`src/rtl/router_fsm.sv`:
```
// -----------------------------------------------------------------------------
// router_fsm
//
// Packet-sequencing controller for the 1x3 router ingress path. It follows
// each packet from header decode through payload load to parity check. It
// drives the phase strobes used by the synchronizer and register blocks, and
// it stalls the source with `busy`.
//
// Optional feature, selected at compile time:
//   ROUTER_FSM_DROP_INVALID_EN
//     When this macro is defined, a header addressed to port 3 (which does
//     not exist) sends the FSM into DROP. The FSM leaves DROP only when
//     pkt_valid falls, so the whole packet is discarded. When the macro is
//     undefined, such a header is not consumed and the FSM stays in DA.
//
// Ports:
//   clk            in   clock, rising edge
//   rst            in   synchronous, active-low reset
//   pkt_valid      in   source is presenting header/payload (low on parity)
//   din[1:0]       in   destination port field of the header byte
//   fifo_full      in   full flag of the currently addressed output FIFO
//   fifo_empty0..2 in   empty flags of output FIFOs 0..2
//   soft_reset0..2 in   per-port timeout strobes from the synchronizer
//   parity_done    in   register block has captured the parity byte
//   low_pkt_valid  in   register block saw pkt_valid fall with a byte held
//   detect_add     out  header decode phase (DA)
//   lfd_state      out  load-first-data phase (LFD)
//   ld_state       out  payload load phase (LD)
//   laf_state      out  load-after-full phase (LAF)
//   full_state     out  FIFO-full stall phase (FFS)
//   write_enb_reg  out  write request to the synchronizer (LD | LP | LAF)
//   rst_int_reg    out  parity-check phase (CPE)
//   busy           out  source must hold its current byte
// -----------------------------------------------------------------------------
module router_fsm (
  input  logic       clk,
  input  logic       rst,
  input  logic       pkt_valid,
  input  logic [1:0] din,
  input  logic       fifo_full,
  input  logic       fifo_empty0,
  input  logic       fifo_empty1,
  input  logic       fifo_empty2,
  input  logic       soft_reset0,
  input  logic       soft_reset1,
  input  logic       soft_reset2,
  input  logic       parity_done,
  input  logic       low_pkt_valid,
  output logic       detect_add,
  output logic       lfd_state,
  output logic       ld_state,
  output logic       laf_state,
  output logic       full_state,
  output logic       write_enb_reg,
  output logic       rst_int_reg,
  output logic       busy
);

  typedef enum logic [3:0] {
    ST_DA   = 4'd0,  // decode address
    ST_LFD  = 4'd1,  // load first data (header)
    ST_LD   = 4'd2,  // load payload
    ST_FFS  = 4'd3,  // fifo full stall
    ST_LAF  = 4'd4,  // load after full
    ST_LP   = 4'd5,  // load parity
    ST_CPE  = 4'd6,  // check parity error
    ST_WTE  = 4'd7   // wait till empty
`ifdef ROUTER_FSM_DROP_INVALID_EN
    ,
    ST_DROP = 4'd8   // discard packet with invalid address
`endif
  } state_e;

  state_e     state_q, state_d;
  logic [1:0] addr_q, addr_d;

  // The per-port flags are widened to four entries and entry 3 is tied low.
  // This lets any 2-bit address index the vectors safely. Address 3 is never
  // captured into addr_q, so entry 3 is only reached by din in DA, and in DA
  // that case is filtered out before the lookup.
  logic [3:0] fifo_empty_v;
  logic [3:0] soft_reset_v;

  assign fifo_empty_v = {1'b0, fifo_empty2, fifo_empty1, fifo_empty0};
  assign soft_reset_v = {1'b0, soft_reset2, soft_reset1, soft_reset0};

  // ---------------------------------------------------------------------------
  // State and address registers
  // ---------------------------------------------------------------------------
  // NOTE: reset is sampled only on the clock edge, so it is not in the
  // sensitivity list. Sequential state uses non-blocking assignments so that
  // every register updates from the values it had before the edge.
  always_ff @(posedge clk) begin
    if (!rst) begin
      state_q <= ST_DA;
      addr_q  <= 2'd0;
    end else begin
      state_q <= state_d;
      addr_q  <= addr_d;
    end
  end

  // ---------------------------------------------------------------------------
  // Next-state logic
  // ---------------------------------------------------------------------------
  // NOTE: every signal written here gets a default value first, so no path
  // through the block can leave it unassigned and infer a latch.
  always_comb begin
    state_d = state_q;
    addr_d  = addr_q;

    unique case (state_q)
      ST_DA: begin
        if (pkt_valid && din != 2'd3) begin
          addr_d  = din;
          state_d = fifo_empty_v[din] ? ST_LFD : ST_WTE;
        end
`ifdef ROUTER_FSM_DROP_INVALID_EN
        else if (pkt_valid) begin
          state_d = ST_DROP;
        end
`endif
      end

      ST_LFD: state_d = ST_LD;

      ST_LD: begin
        // A full FIFO must stall the stream before the end of the packet is
        // seen. For this reason fifo_full is tested before pkt_valid.
        if (fifo_full)       state_d = ST_FFS;
        else if (!pkt_valid) state_d = ST_LP;
      end

      ST_FFS: begin
        if (!fifo_full) state_d = ST_LAF;
      end

      ST_LAF: begin
        if (parity_done)        state_d = ST_DA;
        else if (low_pkt_valid) state_d = ST_LP;
        else                    state_d = ST_LD;
      end

      ST_LP: state_d = ST_CPE;

      ST_CPE: state_d = fifo_full ? ST_FFS : ST_DA;

      ST_WTE: begin
        if (fifo_empty_v[addr_q]) state_d = ST_LFD;
      end

`ifdef ROUTER_FSM_DROP_INVALID_EN
      ST_DROP: begin
        if (!pkt_valid) state_d = ST_DA;
      end
`endif

      default: state_d = ST_DA;
    endcase

    // A timeout on the addressed port overrides every other transition.
    // A timeout on any other port belongs to some other packet and is ignored.
    if (state_q != ST_DA && soft_reset_v[addr_q]) begin
      state_d = ST_DA;
    end
  end

  // ---------------------------------------------------------------------------
  // Moore output decode: outputs depend only on the registered state
  // ---------------------------------------------------------------------------
  assign detect_add    = (state_q == ST_DA);
  assign lfd_state     = (state_q == ST_LFD);
  assign ld_state      = (state_q == ST_LD);
  assign laf_state     = (state_q == ST_LAF);
  assign full_state    = (state_q == ST_FFS);
  assign write_enb_reg = (state_q == ST_LD) || (state_q == ST_LP) ||
                         (state_q == ST_LAF);
  assign rst_int_reg   = (state_q == ST_CPE);
  assign busy          = (state_q == ST_LFD) || (state_q == ST_FFS) ||
                         (state_q == ST_LAF) || (state_q == ST_LP)  ||
                         (state_q == ST_CPE) || (state_q == ST_WTE);

endmodule

```
`config.mk`:
```
export PLATFORM = sky130hd
export DESIGN_NAME = router_fsm
export DESIGN_NICKNAME = d
export VERILOG_FILES = /design/src/rtl/router_fsm.sv
export SDC_FILE = /design/constraint.sdc
export NUM_CORES = 1
export LEC_CHECK = 0
export CAP_MARGIN = 40
export CORE_AREA = 2 2 39 41
export CTS_BUF_LIST = sky130_fd_sc_hd__clkbuf_8 sky130_fd_sc_hd__clkbuf_16
export CTS_CLUSTER_DIAMETER = 100
export DETAILED_ROUTE_END_ITERATION = 6
export DIE_AREA = 0 0 41 43
export GPL_ROUTABILITY_DRIVEN = 0
export PLACE_DENSITY = 0.76
export SLEW_MARGIN = 20
export SYNTH_ARGS = -nofsm -noshare
export SYNTH_HDL_FRONTEND = slang
export SYNTH_SLANG_ARGS = --single-unit
```
`constraint.sdc`:
```
create_clock -name clk -period 2.3 [get_ports clk]
set_clock_uncertainty 0.15 [all_clocks]
set_input_delay 0.23 -clock clk [delete_from_list [all_inputs] [get_ports clk]]
set_output_delay 0.23 -clock clk [all_outputs]
set_load 0.01 [all_outputs]
```
# --- After elaboration in Yosys (flattened, before gate mapping) ---
# Cells that the tools add are included.
op_classes:
  mux: 16
  eq_ne: 12
  n_reduce_logical: 14
  order_cmp: 2
  bitwise_logic: 1
ops:
  columns: ["op", "n"]
  rows:
  - ["4-bit case mux with 8 select lines", 1]
  - ["4-bit two-way mux", 5]
  - ["4-bit by 3-bit == test with 1-bit output (second input constant)", 4]
  - ["3-bit two-way mux", 3]
  - ["4-bit by 2-bit == test with 1-bit output (second input constant)", 2]
  - ["1-bit logical OR", 7]
  - ["1-bit binary-select mux with 2-bit select", 3]
  - ["2-bit by 3-bit < comparator with 1-bit output (second input constant)", 2]
  - ["2-bit inequality test (second input constant)", 3]
  - ["4-bit by 1-bit == test with 1-bit output (second input constant)", 1]
  - ["4-bit zero test", 1]
  - ["4-bit AND reduction", 1]
  - ["4-bit nonzero test", 1]
  - ["1-bit two-way mux", 3]
  - ["3-bit inequality test (second input constant)", 1]
  - ["1-bit logical AND", 2]
  - ["2-bit two-way mux", 1]
  - ["2-bit by 1-bit inequality test with 1-bit output (second input constant)", 1]
  - ["2-bit AND reduction", 1]
  - ["2-bit OR reduction", 1]
  - ["1-bit inverter", 1]
word_totals:
  register_bits: 6
  input_bits: 14
  wordCells: 47

# --- Longest topological paths before layout ---
depth:
  ltp_word: 6
  mapped_depth: 5
  ltp_nobuf: 5

# --- Worst setup path before layout ---
# Ideal clock, no wire load.
synth_path:
  path_kind: "reg2reg"
  start: "reg state_q[1]"
  end: "reg state_q[2]"
  period_less_slack_ps: 1423
  required_time_ps: 2080
  arrival_ps: 1203
  path_stages_with_launch: 6
  slack_ps: 877
  n_path_buf: 1
  path_cell_list: "dfxtp_1 -> buf_6 -> or3b_1 -> a32oi_1 -> o221ai_1 -> a21oi_1"
synth_via:
  elab_chain_len: 3
  word_cells_on_any_way: 17
  classes_between: "11 x eq/ne; 1 x mux; 5 x reduce/logical"
synth_lines:
  columns: ["item", "line", "text"]
  rows:
  - ["start: declaration", "74", "state_e state_q, state_d;"]
  - ["start signal: assignment", "98", "state_q <= state_d;"]
  - ["4-bit by 2-bit == test with 1-bit output (tied with other cells)", "112", "unique case (state_q)"]
  - ["3-bit inequality test (no line) (tied with other cells)", null, null]
  - ["4-bit AND reduction (no line) or 2-bit OR reduction (tied branches)", null, null]
# Several ways; a longest one is shown, not always the timed one.
# A chain may end at the register's enable or synchronous reset.

# --- Final worst setup path ---
layout_path:
  start: "reg state_q[1]"
  end: "out write_enb_reg"
layout_via:
  elab_chain_len: 3
  word_cells_on_any_way: 5
  classes_between: "3 x eq/ne; 2 x reduce/logical"
layout_lines:
  columns: ["item", "line", "text"]
  rows:
  - ["4-bit by 2-bit == test with 1-bit output or 4-bit by 3-bit == test with 1-bit output (tied branches)", "176", "assign write_enb_reg = (state_q == ST_LD) || (state_q == ST_LP) ||"]
  - ["1-bit logical OR", "176", null]
  - ["1-bit logical OR (*)", "176", null]
  - ["end: declaration", "54", "output logic write_enb_reg,"]
# Mark *: on every way between the ends. The rest lies on a longest branch, timed or not.

==> impl_metrics.tcl <==
set metrics [dict create \
    status "finished, final reports clean" \
    vias_per_cell 5.24 \
    wl_per_cell_um 11.7 \
    holdBufCountCts 0 \
    antenna_cells 0 \
    area_delta_synth_final_pct 52.9 \
    drc 0 \
    clkTransAtPathRegs_ns 0.03 \
    rows 14 \
    cts_setup_buffers 0 \
    crit_slowest_cell "clkdlybuf4s50_1" \
    arrival_ns 1.77 \
    die_area_um2 1760 \
    maxCapViolCount 0 \
    start_kind "flop" \
    grtUsageTotal_pct 15.4 \
    grt_overflow 0 \
    ant_nets 0 \
    finalSetupViolCount 0 \
    reg2reg_depth 4 \
    clockBufferDepth 2 \
    clockRootBuffer "clkbuf_8" \
    reg2reg_from "state_q[1]" \
    period_minus_slack_ns 2.15 \
    yosysSeqAreaShare_pct 20.5 \
    worstPathRequired_ns 1.92 \
    io_buffers 21 \
    ys.flop_type "dfxtp_1" \
    holdPathStages 2 \
    p_comb_share_pct 59.7 \
    p_leak_nw 0.270 \
    antenna_found_initial 0 \
    finalInstanceArea_um2 748 \
    fin_crit_sh_pct 93.5 \
    nets 100 \
    pwr-share-clk_pct 18.5 \
    syn_area_per_cell_um2 7.89 \
    worst-path-max-fanout 12 \
    synth_async_sr_flop_share_pct 0 \
    layout_commonest_cell "clkdlybuf4s50_1" \
    critPathKind "reg -> out" \
    grt_pass1_vias 476 \
    synthTopCellsByArea "dfxtp_1 20%, mux2i_1 6.1%, nand2_1 4.6%" \
    grt_max_degree 13 \
    die-width_um 41 \
    syn_inst 62 \
    slew_headroom_pct 78.8 \
    internal_power_mw 0.509 \
    ys_seq_elements 5 \
    die_h_um 43 \
    cts_buffers 3 \
    ys_types 35 \
    yosys.area.top_type "dfxtp_1" \
    grt_pass1_wl_um 1930 \
    clk_latency_ns 0.22 \
    num_vias 529 \
    multi_input_area_um2 357 \
    start_util_pct 35.4 \
    tritoncts "yes" \
    dp_hpwl_um 969 \
    cp_top_family "buffers and inverters" \
    rsz0062_at_grt "no" \
    clock_sinks 5 \
    hold_end "addr_q[1]" \
    coreArea_um2 1380 \
    final_cell_mix "21 x clkdlybuf4s50_1, 6 x nand2_1, 5 x dfxtp_1" \
    power_frac_seq_pct 21.8 \
    synth-edff-count 0 \
    ios 22 \
    h-tree-depth 1 \
    slowest_delay_ns 0.57 \
    hp-class "reg -> reg" \
    drive_above_1_share_pct 10.6 \
    setup_tns_ns 0 \
    syn_nets 76 \
    crit_chain "or2b_1 > o21ai_0 > clkdlybuf4s50_1" \
    peakVddDrop_mv 0.699 \
    drt-pass1-iter-count 4 \
    cp_num_buf_inv 1 \
    fmax_mhz 465 \
    syn_area_um2 489 \
    p_sw_share_pct 38.5 \
    hold_viol 0 \
    drtIter0Drc 8 \
    r2r-end "state_q[0]" \
    yosysTopAreaCellShare_pct 20.5 \
    startpoint "state_q[1]" \
    wl_um 1180 \
    powerDensity_nw_per_um2 1110 \
    ctsResizeCount 0 \
    hp-start "addr_q[1]" \
    placed_area_um2 703 \
    ff2ff_setup_slack_ns 0.71 \
    nFillCells 142 \
    regArea_um2 100 \
    total_power_mw 0.827 \
    final-max-slew-violation-count 0 \
    cp-end-kind "output port" \
    p_sw_mw 0.318 \
    worstMarginPinSlew_ns 0.317 \
    synth_warnings 0 \
]
how the worst max path moves through the flow:
stage / endpoint / slack, ns / cells after the start
finish: write_enb_reg / 0.15 / 3
global route: write_enb_reg / 0.08 / 3
CTS: write_enb_reg / 0.14 / 3
detailed placement: write_enb_reg / 0.38 / 3
global placement: write_enb_reg / 0.45 / 3
floorplan: state_q[2] / 0.88 / 5
power groups by stage:
| stage | Clock, mW | Combinational [mW] | Sequential, mW |
|---|---|---|---|
| after global routing | 0.165 | 0.545 | 0.188 |
| after CTS | 0.160 | 0.497 | 0.180 |
| final | 0.153 | 0.494 | 0.181 |
| after detailed placement | 0 | 0.496 | 0.182 |
| after global placement | 0 | 0.492 | 0.178 |
| after floorplan | 0 | 0.343 | 0.146 |
final cells by class:
type	count	share of cell area, %
clock inverter	1	0.502
timing repair buffer	21	28.1
sequential	5	13.4
multi-input combinational	51	47.7
tap	16	2.68
clock buffer	3	5.52
inverter	4	2.17
flip-flops by register name, summed over array words and instances (netlist names):
register and count:
state_q 3, addr_q 2
cell usage after synthesis (3+ instances only):
library cell,instances
nor2_1,3
mux2i_1,3
dfxtp_1,5
nand3b_1,3
nand2_1,6
o21ai_0,3
inv_1,3
layer usage:
metal / global-route usage [%] / vias to the layer above / part of all wire (%)
met3: 1.57 / 0 / 2.5
met5: 0 / - / 0
li1: - / 283 / -
met2: 24.1 / 8 / 50
met1: 20.8 / 238 / 48
met4: 6.00 / 0 / 0
worst register-to-register path, stage by stage, from the launching register on:
cell	delay, ns
dfxtp_1	0.49
or2b_1	0.33
a21o_2	0.24
a21o_1	0.17
a21oi_1	0.14
per-stage QoR:
stage	hold slack (ns)	setup slack, ns	utilization [%]	instances
after floorplan	0.234	0.877	-	62
after global placement	0.392	0.446	50.8	97
after detailed placement	0.382	0.380	50.8	97
after CTS	0.398	0.143	54.1	101
after global routing	0.437	0.0815	54.1	101
final	0.389	0.149	54.1	101
kinds of logic (layout without fill, tap and decap cells):
kind of cell | count (synthesis) | count (layout) | share of synthesized area (%)
AOI/OAI and AO/OA | 22 | 22 | 35.3
and+or+nand+nor | 26 | 26 | 31.5
muxes | 3 | 3 | 6.14
buffers and inverters | 6 | 29 | 6.65
DFF | 5 | 5 | 20.5
(Power assumes the default switching activity.)
